## src/rtl/aux_run_controller_pkg.sv

```systemverilog
// Shared run-state and halt-cause encodings for the run-control sequencer.
// Also holds the debounce counter width helper.
package aux_run_controller_pkg;

  typedef enum logic [1:0] {
    RUN_ST_RUN  = 2'd0,
    RUN_ST_HALT = 2'd1,
    RUN_ST_STEP = 2'd2
  } run_state_e;

  typedef enum logic [1:0] {
    HALT_CAUSE_NONE    = 2'd0,
    HALT_CAUSE_SYSCALL = 2'd1,
    HALT_CAUSE_STEP    = 2'd2,
    HALT_CAUSE_BREAK   = 2'd3
  } halt_cause_e;

  function automatic int cnt_width(input int n);
    return (n > 1) ? $clog2(n) : 1;
  endfunction

endpackage

```

## src/rtl/aux_run_controller_btn.sv

```systemverilog
// Button conditioner: 2-flop synchroniser, stability down-counter, and a
// one-cycle pulse on each 0->1 change of the accepted level.
module aux_btn_debounce
  import aux_run_controller_pkg::*;
#(
  parameter int DebounceCnt = 4
) (
  input  logic i_clk,
  input  logic i_rst,
  input  logic i_btn,
  output logic o_pulse
);

  localparam int CntW = cnt_width(DebounceCnt);
  localparam logic [CntW-1:0] CntLoad = CntW'(DebounceCnt - 1);

  logic            r_sync1;
  logic            r_sync2;
  logic            r_level;
  logic            r_pulse;
  logic [CntW-1:0] r_cnt;
  logic            w_differs;
  logic            w_accept;

  // The counter only runs while the synchronised sample disagrees with the
  // accepted level; any agreeing sample restarts the stability window.
  assign w_differs = (r_sync2 != r_level);
  assign w_accept  = w_differs && (r_cnt == '0);

  always_ff @(posedge i_clk) begin
    if (i_rst) begin
      r_sync1 <= 1'b0;
      r_sync2 <= 1'b0;
      r_level <= 1'b0;
      r_pulse <= 1'b0;
      r_cnt   <= CntLoad;
    end else begin
      r_sync1 <= i_btn;
      r_sync2 <= r_sync1;
      r_pulse <= w_accept & r_sync2;
      if (w_accept) begin
        r_level <= r_sync2;
        r_cnt   <= CntLoad;
      end else if (w_differs) begin
        r_cnt <= r_cnt - 1'b1;
      end else begin
        r_cnt <= CntLoad;
      end
    end
  end

  assign o_pulse = r_pulse;

endmodule

```

## src/rtl/aux_run_controller.sv

```systemverilog
// RUN/HALT/STEP run-control sequencer driving the core enable.
// Optional PC breakpoint enabled by defining AUX_RUN_BRK_EN.
module aux_run_controller
  import aux_run_controller_pkg::*;
#(
  parameter int DebounceCnt = 4,
  parameter int PcBits      = 32
) (
  input  logic              i_clk,
  input  logic              i_rst,
  input  logic              i_resume_btn,
  input  logic              i_step_btn,
  input  logic              i_core_halt,
  input  logic [PcBits-1:0] i_core_pc,
  input  logic              i_brk_valid,
  input  logic [PcBits-1:0] i_brk_addr,
  output logic              o_core_en,
  output logic [1:0]        o_run_state,
  output logic [1:0]        o_halt_cause
);

  run_state_e  r_state;
  run_state_e  w_state_nxt;
  halt_cause_e r_cause;
  halt_cause_e w_cause_nxt;
  logic        w_res_p;
  logic        w_step_p;
  logic        w_brk_hit;

  aux_btn_debounce #(.DebounceCnt(DebounceCnt)) u_res_db (
    .i_clk  (i_clk),
    .i_rst  (i_rst),
    .i_btn  (i_resume_btn),
    .o_pulse(w_res_p)
  );

  aux_btn_debounce #(.DebounceCnt(DebounceCnt)) u_step_db (
    .i_clk  (i_clk),
    .i_rst  (i_rst),
    .i_btn  (i_step_btn),
    .o_pulse(w_step_p)
  );

`ifdef AUX_RUN_BRK_EN
  logic r_brk_skip;
  logic w_leave_brk;

  // The skip flag lets the breakpointed instruction execute once after a resume.
  assign w_brk_hit   = i_brk_valid & (i_core_pc == i_brk_addr) & ~r_brk_skip;
  assign w_leave_brk = (r_state == RUN_ST_HALT) && (w_state_nxt != RUN_ST_HALT) &&
                       (r_cause == HALT_CAUSE_BREAK);

  always_ff @(posedge i_clk) begin
    if (i_rst) begin
      r_brk_skip <= 1'b0;
    end else if (o_core_en) begin
      r_brk_skip <= 1'b0;
    end else if (w_leave_brk) begin
      r_brk_skip <= 1'b1;
    end
  end
`else
  logic w_unused_brk;
  assign w_unused_brk = ^{i_brk_valid, i_brk_addr};
  assign w_brk_hit    = 1'b0;
`endif

  assign o_core_en = ((r_state == RUN_ST_RUN) & ~w_brk_hit) | (r_state == RUN_ST_STEP);

  always_ff @(posedge i_clk) begin
    if (i_rst) begin
      r_state <= RUN_ST_RUN;
      r_cause <= HALT_CAUSE_NONE;
    end else begin
      r_state <= w_state_nxt;
      r_cause <= w_cause_nxt;
    end
  end

  always_comb begin
    w_state_nxt = r_state;
    w_cause_nxt = r_cause;
    case (r_state)
      RUN_ST_RUN: begin
        // A hit gates core_en low, so core_halt cannot count in the same cycle.
        if (w_brk_hit) begin
          w_state_nxt = RUN_ST_HALT;
          w_cause_nxt = HALT_CAUSE_BREAK;
        end else if (i_core_halt) begin
          w_state_nxt = RUN_ST_HALT;
          w_cause_nxt = HALT_CAUSE_SYSCALL;
        end
      end
      RUN_ST_HALT: begin
        if (w_step_p) begin
          w_state_nxt = RUN_ST_STEP;
        end else if (w_res_p) begin
          w_state_nxt = RUN_ST_RUN;
        end
      end
      RUN_ST_STEP: begin
        w_state_nxt = RUN_ST_HALT;
        w_cause_nxt = i_core_halt ? HALT_CAUSE_SYSCALL : HALT_CAUSE_STEP;
      end
      default: begin
        w_state_nxt = RUN_ST_RUN;
      end
    endcase
  end

  assign o_run_state  = r_state;
  assign o_halt_cause = r_cause;

endmodule

```

## config.mk

```make
export PLATFORM = sky130hd
export DESIGN_NAME = aux_run_controller
export DESIGN_NICKNAME = d
export VERILOG_FILES = /design/src/rtl/aux_run_controller_pkg.sv /design/src/rtl/aux_run_controller_btn.sv /design/src/rtl/aux_run_controller.sv
export SDC_FILE = /design/constraint.sdc
export NUM_CORES = 1
export LEC_CHECK = 0
export CORE_MARGIN = 1.5
export CORE_UTILIZATION = 24
export CTS_CLUSTER_DIAMETER = 100
export DETAILED_ROUTE_END_ITERATION = 8
export PLACE_DENSITY = 0.77
export REMOVE_ABC_BUFFERS = 1
export SETUP_SLACK_MARGIN = 0.1
export SYNTH_ARGS = -nofsm -noshare
export SYNTH_HDL_FRONTEND = slang
export SYNTH_HIERARCHICAL = 1
export SYNTH_SLANG_ARGS = --single-unit
```

## constraint.sdc

```tcl
create_clock -name i_clk -period 1.1 [get_ports i_clk]
set_clock_uncertainty 0.1 [all_clocks]
set_input_delay 0.22 -clock i_clk [delete_from_list [all_inputs] [get_ports i_clk]]
set_output_delay 0.22 -clock i_clk [all_outputs]
set_load 0.03 [all_outputs]
```

# Word-level counts from Yosys, hierarchy flattened
# Index checks and enable logic that the tools add are counted.
# Widths: inputs -> output; s select.
[word_totals]
ff_bits = 16
word_cells = 41
[classes]
n_mux = 6
add_sub_neg = 2
n_reduce_logical = 10
n_eq_ne = 6
bitwise_logic = 5
[ops]
columns = ["cell", "n"]
rows = [
  ["$mux 2", 4],
  ["$logic_not 2->1", 3],
  ["$pmux 2 s3", 1],
  ["$reduce_or 3->1", 2],
  ["$pmux 2 s2", 1],
  ["$reduce_and 2->1", 2],
  ["$sub 2x1->2 const B", 2],
  ["$ne 3x1->1 const B", 1],
  ["$and 1x1->1", 2],
  ["$eq 2x1->1 const B", 1],
  ["$eq 2x2->1 const B", 1],
  ["$logic_and 1x1->1", 2],
  ["$ne 1x1->1", 2],
  ["$ne 2x2->1 const B", 1],
  ["$not 1->1", 2],
  ["$reduce_bool 2->1", 1],
  ["$or 1x1->1", 1],
]

# Logic depth before layout (Yosys ltp)
[logic_depth]
word_depth = 3
mapped_depth = 4
depth_no_buf = 4

# Modules after synthesis
# The synthesis kept the hierarchy.
[by_module_without_submodules]
columns = ["module", "cells_per_inst", "instances", "area_per_inst_um2", "seq_area_each_um2"]
rows = [
  ["aux_btn_debounce", 18, 2, 201.4, 120.1],
  ["aux_run_controller", 16, 1, 158.9, 80.1],
]

# Worst setup path before layout
# OpenSTA, ideal clock, no wires.
[synth_timing]
kind = "register to register"
start = "register r_state[0] (netlist: o_run_state[0])"
end = "register r_state[1] (netlist: o_run_state[1])"
t_arrival_ps = 991
path_buffers = 0
required_time_ps = 912
setup_ps = 88
period_less_slack_ps = 1179
stages_incl_launch_ff = 3
slack_ps = -79
cell_sequence = "dfxtp_1 > inv_2 > nor4b_2"
[synth_via]
elab_chain_cells = 3
elab_cells_between_ends = 7
[synth_rtl]
columns = ["element", "line", "source"]
rows = [
  ["start: declaration", "aux_run_controller.sv:22", "run_state_e r_state;"],
  ["start signal: assignment", "aux_run_controller.sv:75", "r_state <= w_state_nxt;"],
  ["$eq 2x1->1 or $logic_not 2->1 (tied branches)", "aux_run_controller.sv:83", "case (r_state)"],
  ["$ne 3x1->1 (no line) or $ne 2x2->1 (tied branches)", "n/a", ""],
  ["$reduce_and 2->1 (no line)", "n/a", ""],
]
# Several ways; a longest one is shown, not always the timed one.
# A chain may end at the register's enable or synchronous reset.

# Final worst setup path
[layout_timing]
start = "register r_state[0] (netlist: o_run_state[0])"
end = "output o_core_en"
[layout_via]
elab_chain_cells = 2
elab_cells_between_ends = 3
[layout_rtl]
columns = ["element", "line", "source"]
rows = [
  ["$eq 2x2->1 or $logic_not 2->1 (tied branches)", "aux_run_controller.sv:68", "assign o_core_en = ((r_state == RUN_ST_RUN) & ~w_brk_hit) | (r_state == RUN_ST_STEP);"],
  ["$or 1x1->1 *", "aux_run_controller.sv:68", ""],
  ["end: declaration", "aux_run_controller.sv:17", "output logic o_core_en,"],
]
# Mark *: on every way between the ends. The rest lies on a longest branch, timed or not.

==> impl_metrics.json <==
{
  "first_pass_iters": 2,
  "via_per_inst": 4.28,
  "crit_type": "reg -> out",
  "grt_usage": 0.0997,
  "violations": "negative setup slack",
  "rsz0062_at_grt": "true",
  "final_common_cell": "dfxtp_1",
  "status": "complete, but fails checks",
  "post-route-min-period_ps": 1140,
  "required_ps": 780,
  "synth_seq_area_share": 0.570,
  "grt_pass1_wl_um": 1890,
  "crit_fanout": 3,
  "ys_types": 15,
  "grt_max_degree": 10,
  "io_pins": 75,
  "setup.worst_path.start_class": "register",
  "diodes": 0,
  "p_leak_nw": 0.348,
  "antenna_found_initial": 0,
  "drv_slew": 0,
  "hold_viol_final": 0,
  "register_area_um2": 332,
  "dieWidth_um": 51.4,
  "syn_avg_cell_area_um2": 10.8,
  "clockBufferDepth": 2,
  "cts_htree_levels": 1,
  "place_area_um2": 689,
  "setup_viol": 2,
  "final.fill_count": 224,
  "port_buffers": 9,
  "cts_hold_buf": 0,
  "mostFrequentLayoutCells": "dfxtp_1 (9), dfxtp_2 (6), inv_2 (5), buf_6 (5), buf_4 (5)",
  "synth.cell_area_um2": 562,
  "worst_pin_slew_ps": 304,
  "maxCapViolCount": 0,
  "worstPathArrival_ps": 820,
  "peakVddDrop_mv": 0.881,
  "synth_warnings": 6,
  "wl_per_cell_um": 10.6,
  "grt_pass1_vias": 470,
  "initial_core_util": 0.254,
  "stdcell_area_um2": 840,
  "place_congestion": 0.696,
  "dpl.hpwl_um": 708,
  "drt_iter0_drc": 2,
  "cpMaxStageDelayCell": "dfxtp_2",
  "die_y_um": 51.4,
  "crit_family": "flip-flops",
  "root_buffer": "clkbuf_4",
  "max_freq_mhz": 880,
  "clk_transition_reported_paths_ps": 90,
  "post-route-period-util": 1.03,
  "clock_sinks": 16,
  "row_count": 17,
  "cts_tree": "built",
  "end_kind": "output port",
  "power_density_mw_per_mm2": 1290,
  "cts_made_buffers": 3,
  "insertion_delay_ps": 280,
  "hold_class": "in -> reg",
  "cp.buffers_inverters": 2,
  "cp_slowest_stage_delay_ps": 360,
  "die-area_mm2": 0.00264,
  "coreArea_mm2": 0.00221,
  "final_core_util": 0.380,
  "ys_ff_latch": 16,
  "drive_gt1_frac": 0.571,
  "syn_inst": 52,
  "grt_overflow": 0,
  "setup_ws_ps": -36.1,
  "num_vias": 419,
  "drcViolationCount": 0,
  "fin_nets": 143,
  "syn_to_final_growth_pct": 49.4,
  "multi_input_comb_area_um2": 285,
  "postRouteAntennaNets": 0,
  "slew_headroom": 0.797,
  "crit_chain": "inv_2, buf_6",
  "wl_um": 1040
}
state kept, by name (all words and copies together) (netlist names), 2 cells and up:
| name | count |
|---|---|
| o_halt_cause | 2 |
| o_run_state | 2 |
| u_res_db/r_cnt | 2 |
| u_step_db/r_cnt | 2 |
cell families (layout without fill, tap and decap cells):
| group | after synthesis | count (layout) | share of synthesized area |
|---|---|---|---|
| AO/OA/AOI/OAI | 2 | 2 | 0.0178 |
| flip-flops | 16 | 16 | 0.570 |
| AND/OR/NAND/NOR | 23 | 23 | 0.267 |
| multiplexers | 2 | 2 | 0.0356 |
| buffers and inverters | 5 | 23 | 0.0334 |
| XOR/XNOR | 2 | 2 | 0.0312 |
| adder cells (fa/ha/maj) | 2 | 2 | 0.0445 |
synthesized netlist by cell type:
master    count  area share
mux2i_1       2       0.036
and4bb_2      2       0.045
nor2b_1       5       0.056
nand2b_1      1       0.011
a21oi_1       2       0.018
nor3_1        2       0.018
ha_1          2       0.045
inv_2         1      0.0067
dfxtp_1      16        0.57
nand3_1       4       0.036
nor3_2        2       0.036
nor4b_2       1       0.027
xor2_1        2       0.031
inv_1         4       0.027
nor2_1        6       0.040
worst paths after layout:
| check | start | endpoint | depth (start not counted) | slack [ps] |
|---|---|---|---|---|
| worst min-delay path | i_rst | u_step_db/r_level$_SDFFE_PP0P_ | 2 | 310 |
| worst max-delay path | o_run_state[0]$_SDFFE_PP0P_ | o_core_en | 2 | -40 |
| worst min register to register | u_res_db/r_cnt[0]$_SDFF_PP1_ | u_res_db/r_cnt[0]$_SDFF_PP1_ | 1 | 310 |
| worst max register to register | u_step_db/r_cnt[1]$_SDFF_PP1_ | u_step_db/r_level$_SDFFE_PP0P_ | 4 | 60 |
worst register-to-register path, cell delays in order (launching register included):
cell,delay [ps]
dfxtp_2,330
inv_2,60
ha_4,160
mux2i_1,210
nor2_1,60
area by class of cell:
class                           instances  share of cell area
Timing Repair Buffer                   14               0.158
Inverter                                5              0.0224
Tap cell                               28              0.0417
Clock buffer                            4              0.0432
Multi-Input combinational cell         31               0.340
Sequential cell                        16               0.395
timing repair:
action | in CTS | in global routing
pin swaps | 6 | 2
buffers inserted | 3 | 1
gates resized for setup | 20 | 11
setup endpoints to repair | 15 | 14
report_power, final:
group | total (mW) | switching, mW | internal [mW]
clock network | 0.378 | 0.177 | 0.201
registers | 0.602 | 0.00980 | 0.593
logic | 0.106 | 0.0514 | 0.0545
total | 1.09 | 0.238 | 0.848
metrics by stage:
| step | cells | worst slack (ps) | power [mW] | setup TNS, ps | hold WS, ps |
|---|---|---|---|---|---|
| finish | 98 | -36.1 | 1.09 | -57.9 | 307 |
| global route | 98 | -89.1 | 1.14 | -219 | 319 |
| CTS | 98 | -37.3 | 1.09 | -61.0 | 262 |
| detailed placement | 91 | -230 | 0.699 | -2540 | 287 |
| global placement | 91 | -218 | 0.696 | -2310 | 274 |
| floorplan | 52 | -79.2 | 0.655 | -166 | 190 |
layer usage:
| metal | wire (um) | vias up | part of all wire | GRT usage |
|---|---|---|---|---|
| li1 | - | 211 | - | - |
| met1 | 363 | 198 | 0.35 | 0.0811 |
| met2 | 610 | 10 | 0.59 | 0.201 |
| met3 | 61 | 0 | 0.059 | 0.0526 |
| met4 | 0 | 0 | 0 | 0.0263 |
| met5 | 0 | - | 0 | 0 |
(Power assumes the default switching activity.)
